**src/rtl/alu_seq_pkg.sv**
```systemverilog
// Shared state encoding and op-select constants for the ALU front-panel sequencer.
// Latency: n/a (constants only).
// Backpressure: n/a.
package alu_seq_pkg;

    // Encoding is visible on the debug LEDs through state_o, so values are fixed.
    typedef enum logic [2:0] {
        S_EDIT_A  = 3'd0,
        S_EDIT_B  = 3'd1,
        S_EDIT_OP = 3'd2,
        S_EXEC    = 3'd3,
        S_CAPT    = 3'd4,
        S_SHOW    = 3'd5,
        S_SWEEP   = 3'd6
    } state_t;

    localparam logic [1:0] OP_0 = 2'd0;
    localparam logic [1:0] OP_1 = 2'd1;
    localparam logic [1:0] OP_2 = 2'd2;
    localparam logic [1:0] OP_3 = 2'd3;

endpackage

```
**src/rtl/btn_edge.sv**
```systemverilog
// Rising-edge detector for one debounced button level.
// Latency: pulse is combinational from lvl, one cycle wide.
// Backpressure: none; a held level yields exactly one pulse.
//
// Ports:
//   clk   in  1  system clock
//   rst   in  1  synchronous active-high reset
//   lvl   in  1  debounced button level
//   pulse out 1  high for the first cycle lvl is seen high
module btn_edge (
    input  logic clk,
    input  logic rst,
    input  logic lvl,
    output logic pulse
);

    logic prev_q;
    logic prev_d;

    always_comb begin
        prev_d = lvl;
    end

    // prev resets high so a button already held through reset never fires.
    always_ff @(posedge clk) begin
        if (rst) begin
            prev_q <= 1'b1;
        end else begin
            prev_q <= prev_d;
        end
    end

    assign pulse = lvl & ~prev_q;

endmodule

```
**src/rtl/alu_seq_ctrl.sv**
```systemverilog
// Front-panel sequencer: edits A, B and op with two buttons, runs the ALU, shows the result.
// Latency: ALU_LAT+1 cycles from next-pulse edge to captured C/Co; sweep holds each op SWEEP_TICKS.
// Backpressure: button pulses arriving while busy (exec/capture/sweep) are dropped, not queued.
//
// Ports:
//   clk, rst            clock, synchronous active-high reset
//   btn_next, btn_inc   debounced button levels
//   alu_c, alu_co       ALU result and carry/borrow out
//   alu_a, alu_b, alu_s operand registers and op select driven to the ALU
//   disp_hexs           {A, B, mid, C}; mid = op in edit states, else carry
//   busy                high while the ALU is being run
//   state_o             current state encoding
module alu_seq_ctrl
    import alu_seq_pkg::*;
#(
    parameter int ALU_LAT     = 1,
    parameter int SWEEP_TICKS = 25_000_000
) (
    input  logic        clk,
    input  logic        rst,
    input  logic        btn_next,
    input  logic        btn_inc,
    input  logic [3:0]  alu_c,
    input  logic        alu_co,
    output logic [3:0]  alu_a,
    output logic [3:0]  alu_b,
    output logic [1:0]  alu_s,
    output logic [15:0] disp_hexs,
    output logic        busy,
    output logic [2:0]  state_o
);

    localparam int CNT_MAX = (ALU_LAT > SWEEP_TICKS) ? ALU_LAT : SWEEP_TICKS;
    localparam int CNT_W   = $clog2(CNT_MAX) + 1;

    localparam logic [CNT_W-1:0] LAT_LAST  = CNT_W'(ALU_LAT - 1);
    localparam logic [CNT_W-1:0] LAT_END   = CNT_W'(ALU_LAT);
    localparam logic [CNT_W-1:0] HOLD_LAST = CNT_W'(SWEEP_TICKS - 1);
    localparam logic [CNT_W-1:0] CNT_ONE   = CNT_W'(1);

    state_t           state_q, state_d;
    logic [3:0]       a_q, a_d;
    logic [3:0]       b_q, b_d;
    logic [1:0]       op_q, op_d;
    logic [3:0]       c_q, c_d;
    logic             co_q, co_d;
    logic [1:0]       sweep_idx_q, sweep_idx_d;
    logic [CNT_W-1:0] lat_cnt_q, lat_cnt_d;
    logic [CNT_W-1:0] hold_cnt_q, hold_cnt_d;
    logic             sw_hold_q, sw_hold_d;

    logic next_pls;
    logic inc_raw;
    logic inc_pls;

    btn_edge u_next_edge (
        .clk   (clk),
        .rst   (rst),
        .lvl   (btn_next),
        .pulse (next_pls)
    );

    btn_edge u_inc_edge (
        .clk   (clk),
        .rst   (rst),
        .lvl   (btn_inc),
        .pulse (inc_raw)
    );

    // next has priority: a simultaneous inc is dropped.
    assign inc_pls = inc_raw & ~next_pls;

    always_comb begin
        state_d     = state_q;
        a_d         = a_q;
        b_d         = b_q;
        op_d        = op_q;
        c_d         = c_q;
        co_d        = co_q;
        sweep_idx_d = sweep_idx_q;
        lat_cnt_d   = lat_cnt_q;
        hold_cnt_d  = hold_cnt_q;
        sw_hold_d   = sw_hold_q;

        case (state_q)
            S_EDIT_A: begin
                if (next_pls)     state_d = S_EDIT_B;
                else if (inc_pls) a_d     = a_q + 4'd1;
            end
            S_EDIT_B: begin
                if (next_pls)     state_d = S_EDIT_OP;
                else if (inc_pls) b_d     = b_q + 4'd1;
            end
            S_EDIT_OP: begin
                if (next_pls) begin
                    state_d   = S_EXEC;
                    lat_cnt_d = '0;
                end else if (inc_pls) begin
                    op_d = op_q + 2'd1;
                end
            end
            S_EXEC: begin
                lat_cnt_d = lat_cnt_q + CNT_ONE;
                if (lat_cnt_q == LAT_LAST) state_d = S_CAPT;
            end
            S_CAPT: begin
                c_d     = alu_c;
                co_d    = alu_co;
                state_d = S_SHOW;
            end
            S_SHOW: begin
                if (next_pls) begin
                    state_d = S_EDIT_A;
                end else if (inc_pls) begin
                    state_d     = S_SWEEP;
                    sweep_idx_d = 2'd0;
                    lat_cnt_d   = '0;
                    hold_cnt_d  = '0;
                    sw_hold_d   = 1'b0;
                end
            end
            S_SWEEP: begin
                // Per op: ALU_LAT settle cycles, one capture cycle (lat_cnt == ALU_LAT),
                // then SWEEP_TICKS hold cycles before moving to the next op.
                if (!sw_hold_q) begin
                    if (lat_cnt_q != LAT_END) begin
                        lat_cnt_d = lat_cnt_q + CNT_ONE;
                    end else begin
                        c_d        = alu_c;
                        co_d       = alu_co;
                        sw_hold_d  = 1'b1;
                        hold_cnt_d = '0;
                    end
                end else if (hold_cnt_q == HOLD_LAST) begin
                    sw_hold_d = 1'b0;
                    lat_cnt_d = '0;
                    if (sweep_idx_q == 2'd3) begin
                        op_d    = OP_3;
                        state_d = S_SHOW;
                    end else begin
                        sweep_idx_d = sweep_idx_q + 2'd1;
                    end
                end else begin
                    hold_cnt_d = hold_cnt_q + CNT_ONE;
                end
            end
            default: state_d = S_EDIT_A;
        endcase
    end

    always_ff @(posedge clk) begin
        if (rst) begin
            state_q     <= S_EDIT_A;
            a_q         <= 4'd0;
            b_q         <= 4'd0;
            op_q        <= OP_0;
            c_q         <= 4'd0;
            co_q        <= 1'b0;
            sweep_idx_q <= 2'd0;
            lat_cnt_q   <= '0;
            hold_cnt_q  <= '0;
            sw_hold_q   <= 1'b0;
        end else begin
            state_q     <= state_d;
            a_q         <= a_d;
            b_q         <= b_d;
            op_q        <= op_d;
            c_q         <= c_d;
            co_q        <= co_d;
            sweep_idx_q <= sweep_idx_d;
            lat_cnt_q   <= lat_cnt_d;
            hold_cnt_q  <= hold_cnt_d;
            sw_hold_q   <= sw_hold_d;
        end
    end

    logic       edit_st;
    logic [3:0] mid;

    assign edit_st   = (state_q == S_EDIT_A) || (state_q == S_EDIT_B) || (state_q == S_EDIT_OP);
    assign mid       = edit_st ? {2'b00, op_q} : {3'b000, co_q};
    assign alu_a     = a_q;
    assign alu_b     = b_q;
    assign alu_s     = (state_q == S_SWEEP) ? sweep_idx_q : op_q;
    assign disp_hexs = {a_q, b_q, mid, c_q};
    assign busy      = (state_q == S_EXEC) || (state_q == S_CAPT) || (state_q == S_SWEEP);
    assign state_o   = state_q;

endmodule

```
**config.mk**
```make
export PLATFORM = sky130hd
export DESIGN_NAME = alu_seq_ctrl
export DESIGN_NICKNAME = d
export VERILOG_FILES = /design/src/rtl/alu_seq_pkg.sv /design/src/rtl/btn_edge.sv /design/src/rtl/alu_seq_ctrl.sv
export SDC_FILE = /design/constraint.sdc
export NUM_CORES = 1
export LEC_CHECK = 0
export ABC_AREA = 1
export CELL_PAD_IN_SITES_DETAIL_PLACEMENT = 1
export CELL_PAD_IN_SITES_GLOBAL_PLACEMENT = 2
export CORE_AREA = 3 3 128 130
export DETAILED_ROUTE_END_ITERATION = 10
export DIE_AREA = 0 0 131 133
export PLACE_DENSITY_LB_ADDON = 0.1
export SLEW_MARGIN = 20
export SYNTH_ARGS = -nofsm -noshare
export SYNTH_HDL_FRONTEND = slang
export SYNTH_HIERARCHICAL = 1
export SYNTH_SLANG_ARGS = --single-unit
```
**constraint.sdc**
```tcl
create_clock -name clk -period 5.2 [get_ports clk]
set_input_delay 1.04 -clock clk [delete_from_list [all_inputs] [get_ports clk]]
set_output_delay 1.04 -clock clk [all_outputs]
set_load 0.005 [all_outputs]
```
==> impl_metrics.toml, run 1 <==
[drt]
vias = 5628
drc = 0
avgRoutedWirePerCell_um = 15.7
routed.top_layer = "met4"
drt_pass1_iterations = 4
dr.first_iter.drc_count = 229
met2_length_mm = 8.85
drtAntennaViolNets = 0
dr_wl_met3_um = 538
met1_length_mm = 7.84
wl_mm = 17.6
vias_per_cell = 4.99

[synthesis]
synth.distinct_cells = 36
synth_compound_area_share_pct = 10.5
synth_area_per_cell_sq_um = 5.81
yosys-top-cells-count = "nand2_1, nor2_1, inv_1"
synthTopCellsByArea = "dfxtp_1, nand2_1, nor2_1"
synth_edf_count = 0
synthSimpleGateAreaFrac_pct = 45.7
synth.largest_area_cell = "dfxtp_1"
syn_inst = 896
synth_top_family_by_area = "simple AND/OR/NAND/NOR gates"
yosys.area_share.adder_pct = 1.68
muxShareOfSynthArea_pct = 0
synth.most_common_cell = "nand2_1"
synth_top_area_share_pct = 28.9
yosys_warnings = 6
synth_area_sq_um = 5200
synth-xor-area-share_pct = 1.68
yosysSeqAreaShare_pct = 28.9
synthArstFlopShare_pct = 0
ys.flop_type = "dfxtp_1"
ys_seq_elements = 75

[timing]
worst_slack_ns = 1.64
finClkSkew_ns = 0.00835
slew_headroom_pct = 47.9
worst_pin_slew_ns = 0.780
finalHoldViolations = 0
drv_slew = 0
max_clock_freq_mhz = 281
rsz0062_at_grt = "no"
holdWs_ns = 0.472
period_needed_ns = 3.56
setup_viol = 0
min_period_over_period_pct = 68.5
tns_ns = 0

[clock_network]
cts_setup_buffers = 0
root_buffer = "clkbuf_16"
clk_pin_slew_worst_paths_ns = 0.07
clock_path_buffers = 2
clk_latency_ns = 0.35
cts_sinks = 75
cts-resized-gates = 0
cts_made_buffers = 9
tritoncts = "yes"
hold_buffers = 0
htreeDepth = 3

[floorplanning]
core_area_sq_um = 15300
die-width_um = 131
num_rows = 45
start_util_pct = 34.1
die_area_sq_um = 17400
die_h_um = 133
floorplan.io_pins = 39

[critical_path]
arrival_ns = 2.52
endpoint_kind = "output pin"
worst_r2r_startpoint = "state_o[2]"
slowest_stage = "inv_2"
crit_type = "register to output pin"
path_delay_family = "buffers and inverters"
critPathBufInv = 3
crit_fanout = 30
rrSetupSlack_ns = 2.42
setup.worst_path.start_class = "register"
r2r_cells = 10
cp_common_cell = "inv_2"
reg2reg_to = "hold_cnt_q[1]"
worst_ep_required_time_ns = 4.16
cp_slowest_stage_delay_ns = 0.54
path_cells = "inv_2 -> nor2_4 -> nand2_4 -> inv_2 -> nand2_1 -> o21ai_0 -> clkdlybuf4s50_1"

[pwr]
power-per-cell-area_nw_per_um2 = 291
ir_worst_vdd_v = 0.000157
power_leakage_nw = 2.16

[global_routing]
grt_pass1_wl_mm = 28.9
grt_max_degree = 56
antenna_found_initial = 0
overflow = 0
track_usage_pct = 20.6
grt_pass1_vias = 5888

[worst_hold_path]
min_path_type = "register to register"
hold_depth = 2
hold-path-endpoint = "c_q[3]"
hp-start = "c_q[3]"

[final_layout]
n_antenna_cell = 0
finalNetCount = 927
area_delta_synth_final_pct = 14.2
drive_above_1_share_pct = 4.80
fillers = 2064

[placement]
io_buffers = 36
gp_congestion = 0.840
dp_hpwl_mm = 13.0
preCtsSetupSlack_ns = 1.51

[flow_run]
max-cap-violations = 0

[status]
status = "finished clean"
## per-stage QoR
| stage | util (%) | cells | power [mW] | instance area (sq um) |
|---|---|---|---|---|
| after floorplan | - | 897 | 0.952 | 5210 |
| after global placement | 37.0 | 1111 | 1.07 | 5640 |
| after detailed placement | 37.0 | 1111 | 1.09 | 5640 |
| after CTS | 38.9 | 1127 | 1.76 | 5940 |
| after global routing | 38.9 | 1127 | 1.84 | 5940 |
| final | 38.9 | 1127 | 1.73 | 5940 |
## registers in the layout (all words and copies together), names as in the netlist
signal,flops
state_o,3
alu_a,4
sw_hold_q,1
co_q,1
lat_cnt_q,26
alu_b,4
u_inc_edge/prev_q,1
u_next_edge/prev_q,1
hold_cnt_q,26
c_q,4
sweep_idx_q,2
op_q,2
## worst reg2reg max path: cells and delay by family, from the launching register on
kind	cells	cell delay, ns
buffers and inverters	3	0.99
AND/OR/NAND/NOR	7	1.22
flip-flops	1	0.47
## area by class of cell
type	count	area [sq um]	share of cell area [%]
Multi-Input combinational cell	683	3110	52.3
Inverter	103	387	6.51
Clock buffer	9	225	3.79
Timing Repair Buffer	39	378	6.36
Sequential cell	75	1500	25.3
Clock inverter	7	75.1	1.26
Tap cell	211	264	4.44
## cell usage in the layout (no fill, tap or decap), types with 3 or more instances in the layout
master,Yosys,layout
nor2_2,7,7
inv_2,3,3
clkbuf_16,0,9
nor2_1,158,158
nor3_1,15,15
clkdlybuf4s50_1,0,35
nand3b_1,4,4
nor2_4,3,3
nand4_1,20,20
nand2_1,256,256
or2_2,3,3
a21oi_1,66,66
dfxtp_1,75,75
xor2_1,9,9
o21ai_0,25,25
nand3_1,88,88
ha_1,7,7
buf_4,13,3
inv_1,100,100
## cell families after synthesis
group,after synthesis
adders and majority gates,7
DFF,75
AOI/OAI and AO/OA,103
other,1
xor gates and xnor gates,10
and+or+nand+nor,561
buffers and inverters,139
## routing by layer
metal / GRT usage, % / vias to the layer above
met3: 3.59 / 29
met5: 0 / -
met1: 24.9 / 2670
met4: 6.63 / 0
met2: 36.5 / 68
li1: - / 2861
## power breakdown
group / total (mW) / internal, mW / switching [mW]
combinational: 0.424 / 0.140 / 0.284
clock: 0.655 / 0.375 / 0.280
sequential: 0.648 / 0.606 / 0.0418
## how the worst max path moves through the flow
stage | start | endpoint | slack [ns] | cells after the start
2_1_floorplan | state_o[2] | alu_s[1] | 2.89 | 8
4_1_cts | state_o[2] | alu_s[1] | 1.55 | 7
3_5_place_dp | btn_inc | hold_cnt_q[1] | 1.51 | 12
6_report | state_o[2] | alu_s[1] | 1.64 | 7
5_1_grt | state_o[2] | alu_s[1] | 1.42 | 7
3_3_place_gp | btn_inc | hold_cnt_q[19] | 1.55 | 12
Note: power is estimated with default switching activity, not from simulation.
==> inputs of run 2 (changes only) <==
--- a/config.mk
+++ b/config.mk
@@ -8,9 +8,9 @@
 export ABC_AREA = 1
 export CELL_PAD_IN_SITES_DETAIL_PLACEMENT = 1
 export CELL_PAD_IN_SITES_GLOBAL_PLACEMENT = 2
-export CORE_AREA = 3 3 128 130
+export CORE_AREA = 3 3 141 143
 export DETAILED_ROUTE_END_ITERATION = 10
-export DIE_AREA = 0 0 131 133
+export DIE_AREA = 0 0 144 146
 export PLACE_DENSITY_LB_ADDON = 0.1
 export SLEW_MARGIN = 20
 export SYNTH_ARGS = -nofsm -noshare
==> constraint.sdc (replaced) <==
create_clock -name clk -period 3.1 [get_ports clk]
set_input_delay 0.62 -clock clk [delete_from_list [all_inputs] [get_ports clk]]
set_output_delay 0.62 -clock clk [all_outputs]
set_load 0.005 [all_outputs]
==> run 2 against run 1 <==
Clock skew is 0.00059 ns higher. Critical path depth is 2 lower. Final cell count is 2.8% higher. Via count is 0.89% higher. First-iteration DRC count is 12% lower. Die area is 21% higher. Largest cell class unchanged. Largest power group is now registers. Highest routed layer unchanged.
==> impl_metrics.toml, run 2 (synthesis results as in run 1) <==
[timing]
period_needed_ns = 2.69
max_clock_freq_mhz = 372
tns_ns = 0
setup_viol = 0
finClkSkew_ns = 0.00894
drv_slew = 0
worst_pin_slew_ns = 0.767
min_period_over_period_pct = 86.8
slew_headroom_pct = 48.8
rsz0062_at_grt = "no"
finalHoldViolations = 0

[pwr]
share_comb_of_total_power_pct = 25.8
sequentialPowerShare_pct = 37.1
power.share.clock_pct = 37.2
power_leakage_nw = 2.20
swShare_pct = 34.7
switchingPower_mw = 1.02
power-per-cell-area_nw_per_um2 = 487
ir_worst_vdd_v = 0.000276
intPower_mw = 1.92
p_total_mw = 2.94

[worst_hold_path]
min_path_type = "register to register"
hold_depth = 2
hold-path-endpoint = "c_q[2]"
hp-start = "c_q[2]"

[floorplanning]
core_area_sq_um = 18700
die_area_sq_um = 21000
die-width_um = 144
die_h_um = 146
floorplan.io_pins = 39
num_rows = 50
start_util_pct = 27.8

[final_layout]
finalInstanceArea_sq_um = 6030
finalNetCount = 936
layout_commonest_cell = "nand2_1"
seqCellArea_sq_um = 1500
fillers = 2495
multi_input_area_sq_um = 3110
largestRegisters = "hold_cnt_q: 26 flops, lat_cnt_q: 26 flops"
n_antenna_cell = 0
mostFrequentLayoutCells = "nand2_1, nor2_1, inv_1, nand3_1, dfxtp_1"
area_delta_synth_final_pct = 15.9
drive_above_1_share_pct = 5.52

[drt]
drc = 0
dr.first_iter.drc_count = 201
vias_per_cell = 4.90
vias = 5678
wl_mm = 18.6
avgRoutedWirePerCell_um = 16.1
drtAntennaViolNets = 0
drt_pass1_iterations = 4

[critical_path]
setup.worst_path.start_class = "register"
reg2reg_to = "hold_cnt_q[24]"
rrSetupSlack_ns = 0.54
crit_type = "register to output pin"
crit_fanout = 11
endpoint_kind = "output pin"
arrival_ns = 2.07
r2r_cells = 10
worst_r2r_startpoint = "hold_cnt_q[0]"
worst_ep_required_time_ns = 2.48

[clock_network]
cts-resized-gates = 0
root_buffer = "clkbuf_16"
cts_made_buffers = 9
hold_buffers = 0
clock_path_buffers = 2
tritoncts = "yes"
clk_pin_slew_worst_paths_ns = 0.07
cts_sinks = 75
clk_latency_ns = 0.35
cts_setup_buffers = 0
htreeDepth = 3

[status]
status = "finished clean"

[flow_run]
max-cap-violations = 0

[placement]
gp_congestion = 0.860
dpl_cell_area_sq_um = 5740
io_buffers = 36
dp_hpwl_mm = 14.0

[global_routing]
grt_pass1_vias = 5988
track_usage_pct = 18.2
overflow = 0
antenna_found_initial = 0
grt_max_degree = 55
grt_pass1_wl_mm = 30.8
run 2: cell types whose count changed in the layout (fill, tap and decap cells not counted), sizes merged:
cell,change
inv,-2
buf,+9
clkinvlp,+1
clkbuf,+2
clkinv,-2
run 2: metrics by stage:
step	hold WS, ns	utilization (%)	setup WS, ns	cells
after floorplan	0.441	-	1.21	897
after global placement	0.451	30.7	0.551	1143
after global routing	0.492	32.2	0.235	1158
after CTS	0.472	32.2	0.319	1158
after detailed placement	0.461	30.7	0.475	1143
final	0.467	32.2	0.408	1158
run 2: how the worst max path moves through the flow:
stage                   from             end  cells after the start
2_1_floorplan     state_o[2]        alu_s[1]                      8
3_3_place_gp   hold_cnt_q[0]  hold_cnt_q[24]                     10
3_5_place_dp   hold_cnt_q[0]  hold_cnt_q[24]                     10
4_1_cts           state_o[0]            busy                      5
5_1_grt           state_o[2]        alu_s[1]                      7
6_report          state_o[0]            busy                      5
run 2: final cells by class:
type / instances / area share, %
multi-input cells: 683 / 51.6
inverters: 103 / 6.41
clock inverters: 4 / 0.851
flip-flops and latches: 75 / 24.9
repair buffers: 48 / 7.39
clock buffers: 11 / 4.03
well taps: 234 / 4.86
run 2: metal layers:
layer	wire [um]	vias up	GRT usage, %
met5	0	-	0
met4	394	0	5.98
met3	370	22	2.14
met2	9690	54	33.4
met1	8180	2722	21.6
li1	-	2880	-
run 2: power by group through the flow:
stage / sequential, mW / clock (mW) / combinational [mW]
detailed placement: 1.11 / 0 / 0.764
global placement: 1.11 / 0 / 0.739
CTS: 1.09 / 1.13 / 0.767
finish: 1.09 / 1.09 / 0.756
global route: 1.10 / 1.17 / 0.855
floorplan: 1.09 / 0 / 0.506
run 2: critical path, cell delays in order (launching register included):
cell and delay, ns:
dfxtp_1 0.53, nand2_1 0.14, nor2_2 0.14, inv_1 0.23
nand2_1 0.17, clkdlybuf4s50_1 0.52
